--- src/rtl/posit_defines.sv ---
// Shared types and helpers for the posit decode/encode datapaths.
// Exports: lzc_mode_e (leading-digit polarity), lzc_cnt_w() (count width for an N-bit operand).
// No ports; compile before every module that imports it.
package posit_defines;

  typedef enum logic {
    LZC_ZEROS = 1'b0,
    LZC_ONES  = 1'b1
  } lzc_mode_e;

  // A count ranges over 0..n inclusive, so it needs one code more than n.
  function automatic int lzc_cnt_w(input int n);
    return $clog2(n + 1);
  endfunction

endpackage

--- src/rtl/lzc_core.sv ---
// Combinational leading-digit counter: counts leading bits equal to the selected polarity.
// Ports: data_i operand, mode_i polarity, count_o (0..C_N), all_o (every bit matches polarity).
// Latency 0; no handshake, purely combinational.
module lzc_core
  import posit_defines::*;
#(
  parameter int C_N = 12
) (
  input  logic [C_N-1:0]           data_i,
  input  lzc_mode_e                mode_i,
  output logic [$clog2(C_N+1)-1:0] count_o,
  output logic                     all_o
);

  localparam int LOG = $clog2(C_N);
  localparam int P   = 1 << LOG;
  localparam int CW  = lzc_cnt_w(C_N);

  logic [C_N-1:0] x;
  logic [P-1:0]   xp;

  // Counting ones is counting zeros of the complement.
  assign x = (mode_i == LZC_ONES) ? ~data_i : data_i;

  // Pad at the LSB with ones so the tree is a power of two wide; a one
  // always terminates a zero run, so padding never inflates the count.
  generate
    if (P > C_N) begin : g_pad
      assign xp = {x, {(P - C_N){1'b1}}};
    end else begin : g_nopad
      assign xp = x;
    end
  endgenerate

  // Level l node j covers 2^l bits: node_z = all zero, node_c = leading zeros.
  logic           node_z [LOG+1][P];
  logic [LOG:0]   node_c [LOG+1][P];

  always_comb begin
    for (int l = 0; l <= LOG; l++) begin
      for (int j = 0; j < P; j++) begin
        node_z[l][j] = 1'b0;
        node_c[l][j] = '0;
      end
    end
    for (int j = 0; j < P; j++) begin
      node_z[0][j] = ~xp[j];
    end
    for (int l = 0; l < LOG; l++) begin
      for (int j = 0; j < (P >> (l + 1)); j++) begin
        // Upper half all-zero: the run continues into the lower half.
        node_z[l+1][j] = node_z[l][2*j+1] & node_z[l][2*j];
        node_c[l+1][j] = node_z[l][2*j+1]
                       ? (LOG+1)'((1 << l) + int'(node_c[l][2*j]))
                       : node_c[l][2*j+1];
      end
    end
  end

  assign all_o   = ~|x;
  assign count_o = all_o ? CW'(C_N) : CW'(node_c[LOG][0]);

endmodule

--- src/rtl/lzc_norm_pipe.sv ---
// Pipelined leading-digit count + normalising left shift, tag carried alongside.
// Ports: clk/rst; in_valid/in_ready/in_data/in_mode/in_tag; out_valid/out_ready/out_count/out_all/out_norm/out_tag.
// Latency C_STAGES clocks; in_ready is combinational from out_ready (no skid), bubbles collapse.
module lzc_norm_pipe
  import posit_defines::*;
#(
  parameter int C_N      = 12,
  parameter int C_STAGES = 2,
  parameter int C_TAG_W  = 4
) (
  input  logic                     clk,
  input  logic                     rst,
  input  logic                     in_valid,
  output logic                     in_ready,
  input  logic [C_N-1:0]           in_data,
  input  logic                     in_mode,
  input  logic [C_TAG_W-1:0]       in_tag,
  output logic                     out_valid,
  input  logic                     out_ready,
  output logic [$clog2(C_N+1)-1:0] out_count,
  output logic                     out_all,
  output logic [C_N-1:0]           out_norm,
  output logic [C_TAG_W-1:0]       out_tag
);

  localparam int CW = lzc_cnt_w(C_N);

  // dat holds the raw operand before the shifter and the normalised value after it.
  typedef struct packed {
    logic [C_N-1:0]     dat;
    logic [CW-1:0]      cnt;
    logic               all;
    logic [C_TAG_W-1:0] tag;
  } beat_t;

  function automatic logic [C_N-1:0] barrel_shl(input logic [C_N-1:0] d,
                                                input logic [CW-1:0]  s);
    logic [C_N-1:0] r;
    r = d;
    for (int b = 0; b < CW; b++) begin
      if (s[b]) r = r << (1 << b);
    end
    return r;
  endfunction

  logic [CW-1:0]       core_cnt;
  logic                core_all;
  logic [C_N-1:0]      shift_src;
  logic [CW-1:0]       shift_amt;
  logic [C_N-1:0]      shifted;
  beat_t               st_q [C_STAGES];
  beat_t               st_d [C_STAGES];
  logic [C_STAGES-1:0] v_q;
  logic [C_STAGES-1:0] vin;
  logic [C_STAGES-1:0] rdy;

  lzc_core #(.C_N(C_N)) u_core (
    .data_i  (in_data),
    .mode_i  (lzc_mode_e'(in_mode)),
    .count_o (core_cnt),
    .all_o   (core_all)
  );

  // Single-stage pipe shifts before its only register; deeper pipes shift out of stage 0.
  generate
    if (C_STAGES == 1) begin : g_sh_in
      assign shift_src = in_data;
      assign shift_amt = core_cnt;
      assign vin       = in_valid;
    end else begin : g_sh_st
      assign shift_src = st_q[0].dat;
      assign shift_amt = st_q[0].cnt;
      assign vin       = {v_q[C_STAGES-2:0], in_valid};
    end
  endgenerate

  assign shifted = barrel_shl(shift_src, shift_amt);

  // Stage i can load when any stage from i to the output is empty or the sink takes a beat.
  generate
    for (genvar i = 0; i < C_STAGES; i++) begin : g_rdy
      assign rdy[i] = out_ready | ~(&v_q[C_STAGES-1:i]);
    end
  endgenerate

  always_comb begin
    st_d[0].dat = (C_STAGES == 1) ? shifted : in_data;
    st_d[0].cnt = core_cnt;
    st_d[0].all = core_all;
    st_d[0].tag = in_tag;
    for (int i = 1; i < C_STAGES; i++) begin
      st_d[i] = st_q[i-1];
      if (i == 1) st_d[i].dat = shifted;
    end
  end

  always_ff @(posedge clk) begin
    if (rst) begin
      v_q <= '0;
      for (int i = 0; i < C_STAGES; i++) st_q[i] <= '0;
    end else begin
      for (int i = 0; i < C_STAGES; i++) begin
        if (rdy[i]) begin
          v_q[i] <= vin[i];
          // Payload only moves with a valid beat, so idle inputs never disturb state.
          if (vin[i]) st_q[i] <= st_d[i];
        end
      end
    end
  end

  assign in_ready  = rdy[0];
  assign out_valid = v_q[C_STAGES-1];
  assign out_count = st_q[C_STAGES-1].cnt;
  assign out_all   = st_q[C_STAGES-1].all;
  assign out_norm  = st_q[C_STAGES-1].dat;
  assign out_tag   = st_q[C_STAGES-1].tag;

endmodule

--- config.mk ---
export PLATFORM = sky130hd
export DESIGN_NAME = lzc_norm_pipe
export DESIGN_NICKNAME = d
export VERILOG_FILES = /design/src/rtl/posit_defines.sv /design/src/rtl/lzc_core.sv /design/src/rtl/lzc_norm_pipe.sv
export SDC_FILE = /design/constraint.sdc
export NUM_CORES = 1
export LEC_CHECK = 0
export BUFFER_PORTS_ARGS = -buffer_cell sky130_fd_sc_hd__buf_4
export CELL_PAD_IN_SITES_DETAIL_PLACEMENT = 0
export CELL_PAD_IN_SITES_GLOBAL_PLACEMENT = 1
export CORE_AREA = 10 10 85 87
export DETAILED_ROUTE_END_ITERATION = 8
export DIE_AREA = 0 0 95 97
export GPL_ROUTABILITY_DRIVEN = 0
export PLACE_DENSITY = 0.72
export SYNTH_ARGS = -nofsm -noshare
export SYNTH_HDL_FRONTEND = slang
export SYNTH_SLANG_ARGS = --single-unit
--- constraint.sdc ---
create_clock -name clk -period 2.6 [get_ports clk]
set_input_delay 0.13 -clock clk [delete_from_list [all_inputs] [get_ports clk]]
set_output_delay 0.13 -clock clk [all_outputs]
set_load 0.02 [all_outputs]
Word-level counts from Yosys, hierarchy flattened

Memories as Yosys holds them, arrays and structs flattened.
Index checks and enable logic that the tools add are counted.
Widths: inputs -> output; s select.

Flip-flop bits (word level): 2
Bits in writable memories: 42
Input bits: 21
Output and inout bits: 23
Word-level logic and storage cells: 70
Memories kept: 1

Memory list:

| name | words | width | read ports | clocked after Yosys merged registers in | write ports | RTL line            | source |
|---|---|---|---|---|---|---|---|
| st_q | 2     | 21    | 2          | 0                                       | 2           | lzc_norm_pipe.sv:51 | `beat_t st_q [C_STAGES];` |

Add/subtract/negate cells: 5
Muxes and demuxes: 30
Bitwise logic cells: 29
Reduce and logical (&&, ||, !) cells: 3

Operators by type and width:

| operator            | number |
|---|---|
| $mux 12             | 5 |
| $mux 21             | 2 |
| $mux 4              | 7 |
| $mux 1              | 16 |
| $not 1->1           | 14 |
| $not 12->12         | 1 |
| $reduce_or 12->1    | 1 |
| $and 1x1->1         | 10 |
| $add 2x1->3 const A | 3 |
| $add 3x4->4 const A | 1 |
| $add 4x4->4 const A | 1 |
| $or 1x1->1          | 4 |
| $reduce_and 2->1    | 1 |
| $logic_not 1->1     | 1 |

Logic depth before layout (Yosys ltp)

Depth in word-level cells: 10
Depth in mapped cells: 6
Gate-level depth less buffers: 4

By module

From an unflattened synthesis, not the netlist that was laid out.

Cell total of the unflattened synthesis: 192
Area, all modules: 2438.6 µm²

Modules (own cells, without submodules):

| module        | times used | cells each | area each (µm²) | sequential area each (µm²) |
|---|---|---|---|---|
| lzc_norm_pipe | 1          | 145        | 2159.6          | 1301.2 |
| lzc_core      | 1          | 47         | 279.0           | 0.0 |

Worst setup path after synthesis

No wires, ideal clock.

Path kind: register to register
Start: reg v_q[1]
End: mem st_q[0][21] (netlist bit), enable pin
Library setup time: 0.403 ns
Arrival: 1.548 ns
Data required time: 2.197 ns
Slack: 0.648 ns
Stages on the path, launching flop included: 3
Buffers on the path: 0
Period minus slack after synthesis: 1.952 ns
Cell sequence: dfxtp_1 nor2b_1 o21bai_1

RTL lines:

| item                            | RTL line             | source |
|---|---|---|
| start, declared                 | lzc_norm_pipe.sv:53  | `logic [C_STAGES-1:0] v_q;` |
| start signal, assigned by index | lzc_norm_pipe.sv:104 | `v_q[i] <= vin[i];` |
| end, declared                   | lzc_norm_pipe.sv:51  |  |

==> flow_summary.yaml <==
power:
  p_leak_uw: 0.00108
  finalPower_uw: 1590
  ir_worst_vdd_uv: 254
  p_per_area_nw_per_um2: 570
finish:
  post-route-util: 0.509
  num_antenna_cells: 0
  multi_input_area_um2: 932
  ff_latch_area_um2: 1300
  drive_above_1_share: 0.284
  fill_cells: 501
  nets: 256
  area_delta_synth_final_pct: 21.1
logic_synthesis:
  ys_warn_count: 0
  synth.top_cell.area_share: 0.548
  yosys_most_used_dff: "edfxtp_1"
  ys_types: 42
  synth_top_area_cell: "edfxtp_1"
  netlist_top_cells_area: "edfxtp_1, mux4_2, and2_1, nand2_1, nor2_1"
  syn_nets: 214
  syn_area_per_cell_um2: 11.9
  synthesis.area_um2: 2300
  synth_seq_cells: 44
  synth_edf_count: 42
  yosysSeqAreaShare: 0.566
  synth_cells: 193
  synthArstFlopShare: 0
global_route:
  antenna_found_initial: 0
  track_usage: 0.0953
  first_global_vias: 1498
  grt_max_degree: 25
  overflow: 0
  grt_pass1_wl_um: 7120
sta:
  skew_ps: 4.64
  setup_ws_ps: 705
  slew_violations: 0
  fin_crit_ps: 1890
  rsz0062_at_grt: "false"
  fmax_ghz: 0.528
  fin_crit_sh: 0.729
  finalSetupViolCount: 0
  hold_viol: 0
  worst_slew_pin_slew_ps: 780
  finalSetupTns_ps: 0
  relSlewSlack: 0.480
critical_path:
  critPathLaunchType: "flip-flop"
  r2r_slack_ps: 710
  critPathRequiredTime_ps: 2620
  ff2ff_path_depth: 4
  r2r-end: "st_q[0][39]"
  critPathKind: "flip-flop to flip-flop"
  worstSetupEndpoint: "st_q[0][39]"
  path_max_fanout: 14
  r2r_start: "st_q[0][5]"
  end_kind: "flip-flop"
  arrival_ps: 1920
  startpoint: "st_q[0][5]"
drt:
  drt-total-wl_um: 4330
  num_vias: 1572
  drt_iter0_drc: 49
  route.detailed.drc: 0
  ant_nets: 0
  drt_first_pass_iters: 4
  viasPerCell: 5.10
  route.detailed.wl_per_inst_um: 14.1
place:
  pre_cts_slack_ps: 691
  io_buffers: 43
  dpl.hpwl_um: 3340
clock_tree:
  htreeDepth: 2
  clockRootBuffer: "clkbuf_8"
  cts_inserted_buffers: 5
  clk_pin_slew_ps: 80
  clockBufferDepth: 2
  cts_tree: "done"
  post_cts_buffers: 0
  clk_latency_ps: 280
  postCtsHoldBufs: 0
  cts_sinks: 44
  cts_resized: 0
die:
  row_count: 27
  die_x_um: 95
  boundaryPins: 44
  fp.dieArea_um2: 9220
  coreArea_um2: 5470
  initial_core_util: 0.420
  die_h_um: 97
job:
  maxCapViolations: 0
status:
  status: "complete, no violations"
min_path:
  hp-class: "input port to flip-flop"
==> final cells by class <==
class                      instances  area share
inverter                           6     0.00809
sequential                        44       0.467
clock buffer                       8      0.0360
tap                               72      0.0324
timing repair buffer              45       0.121
multi-input combinational        133       0.335
==> cells in the final DEF, fill, tap and decap left out, types with 2 or more instances in the layout <==
cell type and n:
nand2_1 19, inv_1 5, mux2i_1 7, clkbuf_8 7, nand3_1 2, mux4_2 7, buf_4 45, nor2b_1 6
nand2b_1 4, nor2_1 19, edfxtp_1 42, nor3b_1 2, a211oi_1 5, and2_1 21, a31oi_1 2, a21oi_1 7
a21o_1 2, nor3_1 4, a2bb2oi_1 2, dfxtp_1 2, o21ai_0 3, or3_1 2
==> registers in the layout (all words and copies together), names as in the netlist <==
register / flops
st_q: 42
v_q: 2
==> worst max-delay path, cell delays in order (launching register included) <==
cell and delay [ps]:
edfxtp_1 750, mux4_2 600, nand2_1 80, and3_1 150
a211oi_1 50
==> logic make-up after synthesis <==
logic type	share of synthesized area
flops	0.566
compound gates	0.100
simple gates	0.198
mux	0.104
buf+inv	0.0326
==> worst min-delay path by stage <==
stage	cells past startpoint	endpoint	slack, ps	from
2_1_floorplan	1	v_q[0]	200	rst
3_3_place_gp	2	v_q[0]	340	rst
3_5_place_dp	2	v_q[0]	350	rst
4_1_cts	2	v_q[0]	30	rst
5_1_grt	2	v_q[1]	30	rst
6_report	2	v_q[1]	40	rst
==> stage by stage <==
| stage | area (um2) | cells | hold WS (ps) |
|---|---|---|---|
| 2_1_floorplan | 2300 | 193 | 202 |
| 3_3_place_gp | 2680 | 300 | 344 |
| 3_5_place_dp | 2680 | 300 | 345 |
| 4_1_cts | 2780 | 308 | 32.8 |
| 5_1_grt | 2780 | 308 | 31.4 |
| 6_report | 2780 | 308 | 44.7 |
==> layer usage <==
layer,up-vias,share of wire,wire [um],GRT usage
met5,-,0,0,0
met4,0,0.015,63,0.0503
met3,4,0.055,238,0.0270
met2,39,0.49,2120,0.150
met1,735,0.44,1910,0.114
li1,794,-,-,-
==> power by group <==
part / switching [uW] / internal [uW]
Sequential: 35.3 / 836
Combinational: 140 / 129
Clock: 205 / 242
==> synthesized netlist by cell type (2+ instances only) <==
cell type  number
a21oi_1         7
a21o_1          2
nor2b_1         6
nand2b_1        4
edfxtp_1       42
nand3_1         2
mux2i_1         7
a2bb2oi_1       2
a211oi_1        5
dfxtp_1         2
nor3b_1         2
inv_1           5
mux4_2          7
a31oi_1         2
nor3_1          5
nand2_1        19
nor2_1         19
buf_4           3
or3_1           2
buf_2           3
o21ai_0         3
clkbuf_1        4
and2_1         21
Power figures use the tool's default switching activity.
